[src/rtl/iob_rr_arbiter_pkg.sv]
// Shared types and helpers for the IOb round-robin arbiter.
// Optional feature macro: IOB_RR_ARBITER_LOCK_EN (see iob_rr_arbiter.sv).
package iob_rr_arbiter_pkg;

    // ARB picks a new winner each cycle; HOLD pins the grant until the slave accepts.
    typedef enum logic {
        ARB  = 1'b0,
        HOLD = 1'b1
    } arb_state_e;

    // Width of a master index; a single master still needs one bit.
    function automatic int id_width(input int n);
        return (n > 1) ? $clog2(n) : 1;
    endfunction

endpackage

[src/rtl/iob_arb_owner_fifo.sv]
// Register FIFO recording which master owns each outstanding read,
// oldest entry at the head.
module iob_arb_owner_fifo #(
    parameter int WIDTH = 1,
    parameter int DEPTH = 4
) (
    input  logic             clk_i,
    input  logic             arst_n_i,
    input  logic             push_i,
    input  logic [WIDTH-1:0] data_i,
    input  logic             pop_i,
    output logic [WIDTH-1:0] head_o,
    output logic             full_o,
    output logic             empty_o
);

    localparam int AW = (DEPTH > 1) ? $clog2(DEPTH) : 1;
    localparam int CW = $clog2(DEPTH + 1);

    logic [WIDTH-1:0] mem_q [DEPTH];
    logic [AW-1:0]    wr_ptr_q, wr_ptr_d;
    logic [AW-1:0]    rd_ptr_q, rd_ptr_d;
    logic [CW-1:0]    count_q, count_d;
    logic             push_ok, pop_ok;

    function automatic logic [AW-1:0] ptr_inc(input logic [AW-1:0] p);
        return (p == AW'(DEPTH - 1)) ? '0 : p + 1'b1;
    endfunction

    assign empty_o = (count_q == '0);
    assign full_o  = (count_q == CW'(DEPTH));
    assign head_o  = mem_q[rd_ptr_q];
    assign pop_ok  = pop_i & ~empty_o;
    // A pop in the same cycle frees the slot, so a push onto a full FIFO is still safe then.
    assign push_ok = push_i & (~full_o | pop_ok);

    // Next pointers and occupancy; simultaneous push and pop leaves the count unchanged.
    always_comb begin
        // NOTE: every output of a combinational block gets a default first, so no path can infer a latch.
        wr_ptr_d = push_ok ? ptr_inc(wr_ptr_q) : wr_ptr_q;
        rd_ptr_d = pop_ok ? ptr_inc(rd_ptr_q) : rd_ptr_q;
        count_d  = count_q;
        if (push_ok && !pop_ok) begin
            count_d = count_q + 1'b1;
        end else if (pop_ok && !push_ok) begin
            count_d = count_q - 1'b1;
        end
    end

    // Pointer and occupancy registers.
    always_ff @(posedge clk_i or negedge arst_n_i) begin
        // NOTE: sequential state is assigned with <= so every register samples pre-edge values.
        if (!arst_n_i) begin
            wr_ptr_q <= '0;
            rd_ptr_q <= '0;
            count_q  <= '0;
        end else begin
            wr_ptr_q <= wr_ptr_d;
            rd_ptr_q <= rd_ptr_d;
            count_q  <= count_d;
        end
    end

    // Entry storage.
    // NOTE: the storage array has no reset; occupancy is reset, so stale entries are never read out.
    always_ff @(posedge clk_i) begin
        if (push_ok) begin
            mem_q[wr_ptr_q] <= data_i;
        end
    end

endmodule

[src/rtl/iob_rr_arbiter.sv]
// Round-robin arbiter sharing one IOb slave among N_MASTERS IOb masters.
// Reads may be outstanding; an owner FIFO routes each rvalid back to its issuer.
// Optional build macro IOB_RR_ARBITER_LOCK_EN adds m_lock_i for locked sequences.
module iob_rr_arbiter
    import iob_rr_arbiter_pkg::*;
#(
    parameter int N_MASTERS       = 2,
    parameter int ADDR_W          = 32,
    parameter int DATA_W          = 32,
    parameter int MAX_OUTSTANDING = 4
) (
    input  logic                          clk_i,
    input  logic                          arst_n_i,
    input  logic                          cke_i,
`ifdef IOB_RR_ARBITER_LOCK_EN
    input  logic [N_MASTERS-1:0]          m_lock_i,
`endif
    input  logic [N_MASTERS-1:0]          m_avalid_i,
    input  logic [N_MASTERS*ADDR_W-1:0]   m_addr_i,
    input  logic [N_MASTERS*DATA_W-1:0]   m_wdata_i,
    input  logic [N_MASTERS*DATA_W/8-1:0] m_wstrb_i,
    output logic [N_MASTERS-1:0]          m_ready_o,
    output logic [N_MASTERS-1:0]          m_rvalid_o,
    output logic [DATA_W-1:0]             m_rdata_o,
    output logic                          s_avalid_o,
    output logic [ADDR_W-1:0]             s_addr_o,
    output logic [DATA_W-1:0]             s_wdata_o,
    output logic [DATA_W/8-1:0]           s_wstrb_o,
    input  logic                          s_ready_i,
    input  logic                          s_rvalid_i,
    input  logic [DATA_W-1:0]             s_rdata_i,
    output logic                          err_o
);

    localparam int ID_W   = id_width(N_MASTERS);
    localparam int STRB_W = DATA_W / 8;

    arb_state_e           state_q, state_d;
    logic [ID_W-1:0]      ptr_q, ptr_d;
    logic [ID_W-1:0]      hold_id_q, hold_id_d;
    logic                 err_q, err_d;
    logic [N_MASTERS-1:0] is_write, eligible;
    logic [ID_W-1:0]      grant;
    logic                 grant_vld;
    int                   scan_idx;
    logic                 handshake;
    logic                 fifo_push, fifo_pop, fifo_full, fifo_empty;
    logic [ID_W-1:0]      fifo_head;

`ifdef IOB_RR_ARBITER_LOCK_EN
    logic                 lock_q, lock_d;
    logic [ID_W-1:0]      lock_id_q, lock_id_d;
`endif

    // Reads need a free owner slot; writes never do.
    always_comb begin
        is_write = '0;
        eligible = '0;
        for (int k = 0; k < N_MASTERS; k++) begin
            is_write[k] = |m_wstrb_i[k*STRB_W +: STRB_W];
            eligible[k] = m_avalid_i[k] & (is_write[k] | ~fifo_full);
        end
    end

    // Grant selection: held grant, locked owner, or first eligible after ptr.
    always_comb begin
        grant     = hold_id_q;
        grant_vld = 1'b0;
        scan_idx  = 0;
        if (state_q == HOLD) begin
            grant     = hold_id_q;
            grant_vld = m_avalid_i[hold_id_q];
        end
`ifdef IOB_RR_ARBITER_LOCK_EN
        else if (lock_q) begin
            grant     = lock_id_q;
            grant_vld = eligible[lock_id_q];
        end
`endif
        else begin
            for (int i = 1; i <= N_MASTERS; i++) begin
                scan_idx = (int'(ptr_q) + i) % N_MASTERS;
                if (!grant_vld && eligible[scan_idx]) begin
                    grant_vld = 1'b1;
                    grant     = ID_W'(scan_idx);
                end
            end
        end
    end

    // Request path: forward the winner; everything is forced quiet while reset is asserted.
    always_comb begin
        s_avalid_o = grant_vld & arst_n_i;
        s_addr_o   = '0;
        s_wdata_o  = '0;
        s_wstrb_o  = '0;
        m_ready_o  = '0;
        if (s_avalid_o) begin
            s_addr_o  = m_addr_i[int'(grant)*ADDR_W +: ADDR_W];
            s_wdata_o = m_wdata_i[int'(grant)*DATA_W +: DATA_W];
            s_wstrb_o = m_wstrb_i[int'(grant)*STRB_W +: STRB_W];
        end
        m_ready_o[grant] = s_avalid_o & s_ready_i;
    end

    assign handshake = s_avalid_o & s_ready_i;
    assign fifo_push = handshake & ~is_write[grant] & cke_i;
    assign fifo_pop  = s_rvalid_i & ~fifo_empty & cke_i;

    // Response path: route slave read data to the oldest outstanding owner.
    always_comb begin
        m_rvalid_o = '0;
        m_rdata_o  = '0;
        if (s_rvalid_i && !fifo_empty) begin
            m_rvalid_o[fifo_head] = 1'b1;
            m_rdata_o             = s_rdata_i;
        end
    end

    // Next state: hold a stalled request, advance the pointer on acceptance, latch orphan rvalids.
    always_comb begin
        state_d   = ARB;
        hold_id_d = hold_id_q;
        ptr_d     = ptr_q;
        err_d     = err_q | (s_rvalid_i & fifo_empty);
        if (s_avalid_o && !s_ready_i) begin
            state_d   = HOLD;
            hold_id_d = grant;
        end
        if (handshake) begin
            ptr_d = grant;
        end
    end

    // Arbiter state registers, frozen while cke_i is low.
    always_ff @(posedge clk_i or negedge arst_n_i) begin
        if (!arst_n_i) begin
            state_q   <= ARB;
            ptr_q     <= ID_W'(N_MASTERS - 1);
            hold_id_q <= '0;
            err_q     <= 1'b0;
        end else if (cke_i) begin
            state_q   <= state_d;
            ptr_q     <= ptr_d;
            hold_id_q <= hold_id_d;
            err_q     <= err_d;
        end
    end

`ifdef IOB_RR_ARBITER_LOCK_EN
    // Lock follows the lock bit of each accepted request from its owner.
    always_comb begin
        lock_d    = lock_q;
        lock_id_d = lock_id_q;
        if (handshake) begin
            lock_d    = m_lock_i[grant];
            lock_id_d = grant;
        end
    end

    // Lock registers.
    always_ff @(posedge clk_i or negedge arst_n_i) begin
        if (!arst_n_i) begin
            lock_q    <= 1'b0;
            lock_id_q <= '0;
        end else if (cke_i) begin
            lock_q    <= lock_d;
            lock_id_q <= lock_id_d;
        end
    end
`endif

    assign err_o = err_q;

    iob_arb_owner_fifo #(
        .WIDTH (ID_W),
        .DEPTH (MAX_OUTSTANDING)
    ) u_owner_fifo (
        .clk_i    (clk_i),
        .arst_n_i (arst_n_i),
        .push_i   (fifo_push),
        .data_i   (grant),
        .pop_i    (fifo_pop),
        .head_o   (fifo_head),
        .full_o   (fifo_full),
        .empty_o  (fifo_empty)
    );

endmodule

[config.mk]
export PLATFORM = sky130hd
export DESIGN_NAME = iob_rr_arbiter
export DESIGN_NICKNAME = d
export VERILOG_FILES = /design/src/rtl/iob_rr_arbiter_pkg.sv /design/src/rtl/iob_arb_owner_fifo.sv /design/src/rtl/iob_rr_arbiter.sv
export SDC_FILE = /design/constraint.sdc
export NUM_CORES = 1
export LEC_CHECK = 0
export BUFFER_PORTS_ARGS = -buffer_cell sky130_fd_sc_hd__buf_2
export CAP_MARGIN = 10
export CORE_AREA = 2 2 110 112
export DETAILED_ROUTE_END_ITERATION = 12
export DIE_AREA = 0 0 112 114
export PLACE_DENSITY_LB_ADDON = 0.12
export RECOVER_POWER = 100
export SYNTH_ARGS = -nofsm -noshare
export SYNTH_HDL_FRONTEND = slang
export SYNTH_SLANG_ARGS = --single-unit
[constraint.sdc]
create_clock -name clk_i -period 3.6 [get_ports clk_i]
set_clock_uncertainty 0.15 [all_clocks]
set_input_delay 0 -clock clk_i [delete_from_list [all_inputs] [get_ports clk_i]]
set_output_delay 0 -clock clk_i [all_outputs]
set_load 0.03 [all_outputs]
==> results.md <==
* Outcome: completed
* Initial Util at 18.4%
* Dpl cells at 753
* CTS Buf Count at 3
* Sequential power share at 15.5%
* Initial antenna violation count at 0
* Most numerous cell in the Yosys netlist: nand2_1
* Sw Share at 57.6%
* Power Dens Cells at 534 mW/mm^2
* Crit path DAT at ~3 ns
* Dpl hpwl at 7.62 mm
* Yosys warns at 0
* Critical Path Max Stage Delay at 0.51 ns
* Layout cells sized above 1 at 35.0%
* Post-Layout Cell Count at 761
* Leak Pwr at between 1.5 and 2 nW
* Max Cap Viol at 0
* Count of final hold-check violations at 0
* EDFF count, synth at 4
* Clock power frac at 10.9%
* Final min period at 3.19 ns
* Syn Nets at 529
* Synth top cells by count: 139 x nand2_1, 69 x a21oi_1, 33 x and2_1, 14 x clkbuf_1
* Worst VDD drop at 0.000203 V
* Async S/R FF share, synth at 73.3%
* Yosys top cell by area: nand2_1
* CP endpoint kind: output pin
* Setup slack, reg-to-reg at 0.64 ns
* Min-Delay Path Class: in2reg
* RR Startpoint: state_q
* Slowest stage cell, crit path: inv_1
* Postcts setup bufs at 0
* First-pass GRT wire length at around 14 mm
* Synth Flop Type: dfrtp_1
* Final Routed Wirelength at between 9 and 10 mm
* CTS tree: built
* Min-delay src: cke_i
* Final setup vio count at 0
* Clk buf depth at 2
* Initial DRC Count at between 100 and 150
* I/O Buffers at 280
* CP bufs+invs at 3
* GPL Wtd Cong at 0.783
* RSZ-0062 raised after global routing: no
* Hold Crit Endpoint: ptr_q
* Final worst slack at 0.406 ns
* Die W at about 110 um
* Psw at 1.13 mW
* Logic pwr share at between 70 and 80%
* Sequential-to-total area share from yosys stat at between 10% and 20%
* # rows at 40
* Crit Path Max Fanout at 41
* ANT cells at 0
* Synth top area share at between 20 and 25%
* Fin crit share at approximately nine tenths
* R2r worst-path depth at 10
* CP delay by family, top: buffers and inverters
* Total gr overflow at 0
* Area contributors post-synth: nand2_1 24%, a21oi_1 16%, dfrtp_1 12%
* Register bit total from synthesis at 15
* Total routing usage reported by global routing at between 10% and 20%
* # IOs at 281
* Die ar. at 0.0128 mm^2
* Crit path required time at roughly 3.5 ns
* Post-DRT Antenna Nets at 0
* CP cell instances: or3b_1 -> o21ai_0 -> o22ai_4 -> inv_1 -> buf_12 -> nand2_1 -> a21oi_1 -> clkbuf_1
* Post-cts sizing count at 0
* Hold Path Depth at 3
* Setup_tns at 0 ns
* Syn avg cell area at slightly above 6 um^2
* Wire length per cell at 12.5 um
* Vias at about 3300
* Critical path class: reg2out
* Int Pwr at around 830 uW
* Die Ht at 114 um
* Largest net degree at the start of global routing at 71
* Fmax at 0.313 GHz
* RR Endpoint: u_owner_fifo.count_q[2]
* Clk Latency, worst-skew pair at 0.24 ns
* Core footprint at 0.0117 mm^2
* Initial DRT Pass Iterations at 4
* Final Max Tran Viols at 0
* Layout area overhead at 70.8%
* Via density at around 4.4
* Root buf cell: clkbuf_16
* Cells after synthesis at 347
* H-Tree Depth at 1
* Vias in the first global route at 2928
* Netlist Area Pre-Place at 0.00215 mm^2
* Layout net count at 797
* Residual DRC at 0
* Slew @ Worst Pin at about 0.91 ns
* Clock Sinks at 15
* Type of origin of the critical path: register
* Library cells used by synthesis at 46
* Slew HR at approximately two fifths
* Dpl ws at 0.635 ns
* Clk slew on worst S/H paths at roughly 0.05 ns
registers in the layout, summed over array words and instances (netlist names):
register / flops
ptr_q: 1
hold_id_q: 1
u_owner_fifo.rd_ptr_q: 2
u_owner_fifo.wr_ptr_q: 2
u_owner_fifo.mem_q: 4
state_q: 1
err_o: 1
u_owner_fifo.count_q: 3
power by group through the flow:
stage | clock network, mW | registers [mW] | logic, mW
floorplan | 0 | 0.303 | 1.05
global placement | 0 | 0.307 | 1.49
detailed placement | 0 | 0.309 | 1.50
CTS | 0.221 | 0.306 | 1.52
global route | 0.231 | 0.316 | 1.59
finish | 0.214 | 0.305 | 1.44
routing by layer:
| metal | wire length (um) | part of all wire, % | vias to the layer above | GRT usage (%) |
|---|---|---|---|---|
| li1 | - | - | 1675 | - |
| met1 | 3820 | 40 | 1477 | 16.1 |
| met2 | 4890 | 51 | 171 | 25.1 |
| met3 | 755 | 7.9 | 2 | 1.28 |
| met4 | 34 | 0.36 | 0 | 1.63 |
| met5 | 0 | 0 | - | 0 |
kinds of logic (layout without fill, tap and decap cells):
| group | after synthesis | in the layout | share of synthesized area (%) |
|---|---|---|---|
| muxes | 7 | 7 | 4.48 |
| AOI/OAI and AO/OA | 84 | 84 | 22.5 |
| DFF | 15 | 15 | 18.4 |
| xor gates and xnor gates | 3 | 3 | 1.22 |
| adders and majority gates | 7 | 7 | 4.42 |
| and+or+nand+nor | 198 | 198 | 42.3 |
| buffers and inverters | 33 | 300 | 6.69 |
what timing repair did:
| item | in CTS | in global routing |
|---|---|---|
| endpoints found under the setup margin | 0 | 0 |
| endpoints found under the hold margin | 15 | 0 |
| hold buffers | 4 | 0 |
layout by cell type (no fill, tap or decap), types with 2 or more instances in the layout:
cell	synthesis	layout
inv_1	7	8
and2_2	4	4
a21oi_1	69	69
xor2_1	2	2
and2_0	0	8
edfxtp_1	4	4
nor3_1	4	4
buf_2	10	186
o211ai_1	2	2
buf_4	0	3
and2b_2	2	2
clkbuf_16	0	3
dfrtp_1	10	10
dlygate4sd3_1	0	4
nor2_1	5	5
mux2_2	3	3
and2_1	33	25
clkbuf_1	14	94
ha_1	6	6
nand2_1	139	139
a21o_1	2	2
stage by stage:
stage / power, mW / cell area (um^2) / utilization (%) / hold WS (ns)
after CTS: 2.05 / 3790 / 32.4 / 0.0265
after global placement: 1.80 / 3670 / 31.4 / -0.237
after floorplan: 1.35 / 2150 / - / -0.446
after detailed placement: 1.81 / 3670 / 31.4 / -0.235
final: 1.96 / 3670 / 31.4 / 0.0195
after global routing: 2.13 / 3670 / 31.4 / 0.0450
final cells by class:
type / count / area (um^2)
repair buffers: 288 / 1370
inverters: 8 / 30.0
multi-input cells: 299 / 1620
well taps: 147 / 184
clock buffers: 3 / 75.1
flip-flops and latches: 15 / 397
fillers: 1356 / 8040
clock inverters: 1 / 5.00
worst min-delay path: stages:
cell,delay [ns]
buf_2,0.14
nand3_1,0.09
mux2_2,0.15
worst max-delay path by stage:
stage / cells after the start / slack (ns) / endpoint / from
3_5_place_dp: 10 / 0.63 / u_owner_fifo.count_q[2] / state_q
3_3_place_gp: 10 / 0.70 / u_owner_fifo.count_q[2] / u_owner_fifo.count_q[0]
4_1_cts: 10 / 0.58 / u_owner_fifo.count_q[2] / state_q
2_1_floorplan: 11 / 0.82 / u_owner_fifo.count_q[2] / u_owner_fifo.count_q[2]
5_1_grt: 8 / 0.22 / s_addr_o[21] / u_owner_fifo.count_q[1]
6_report: 8 / 0.41 / s_wdata_o[18] / u_owner_fifo.count_q[1]
Power figures use the tool's default switching activity.
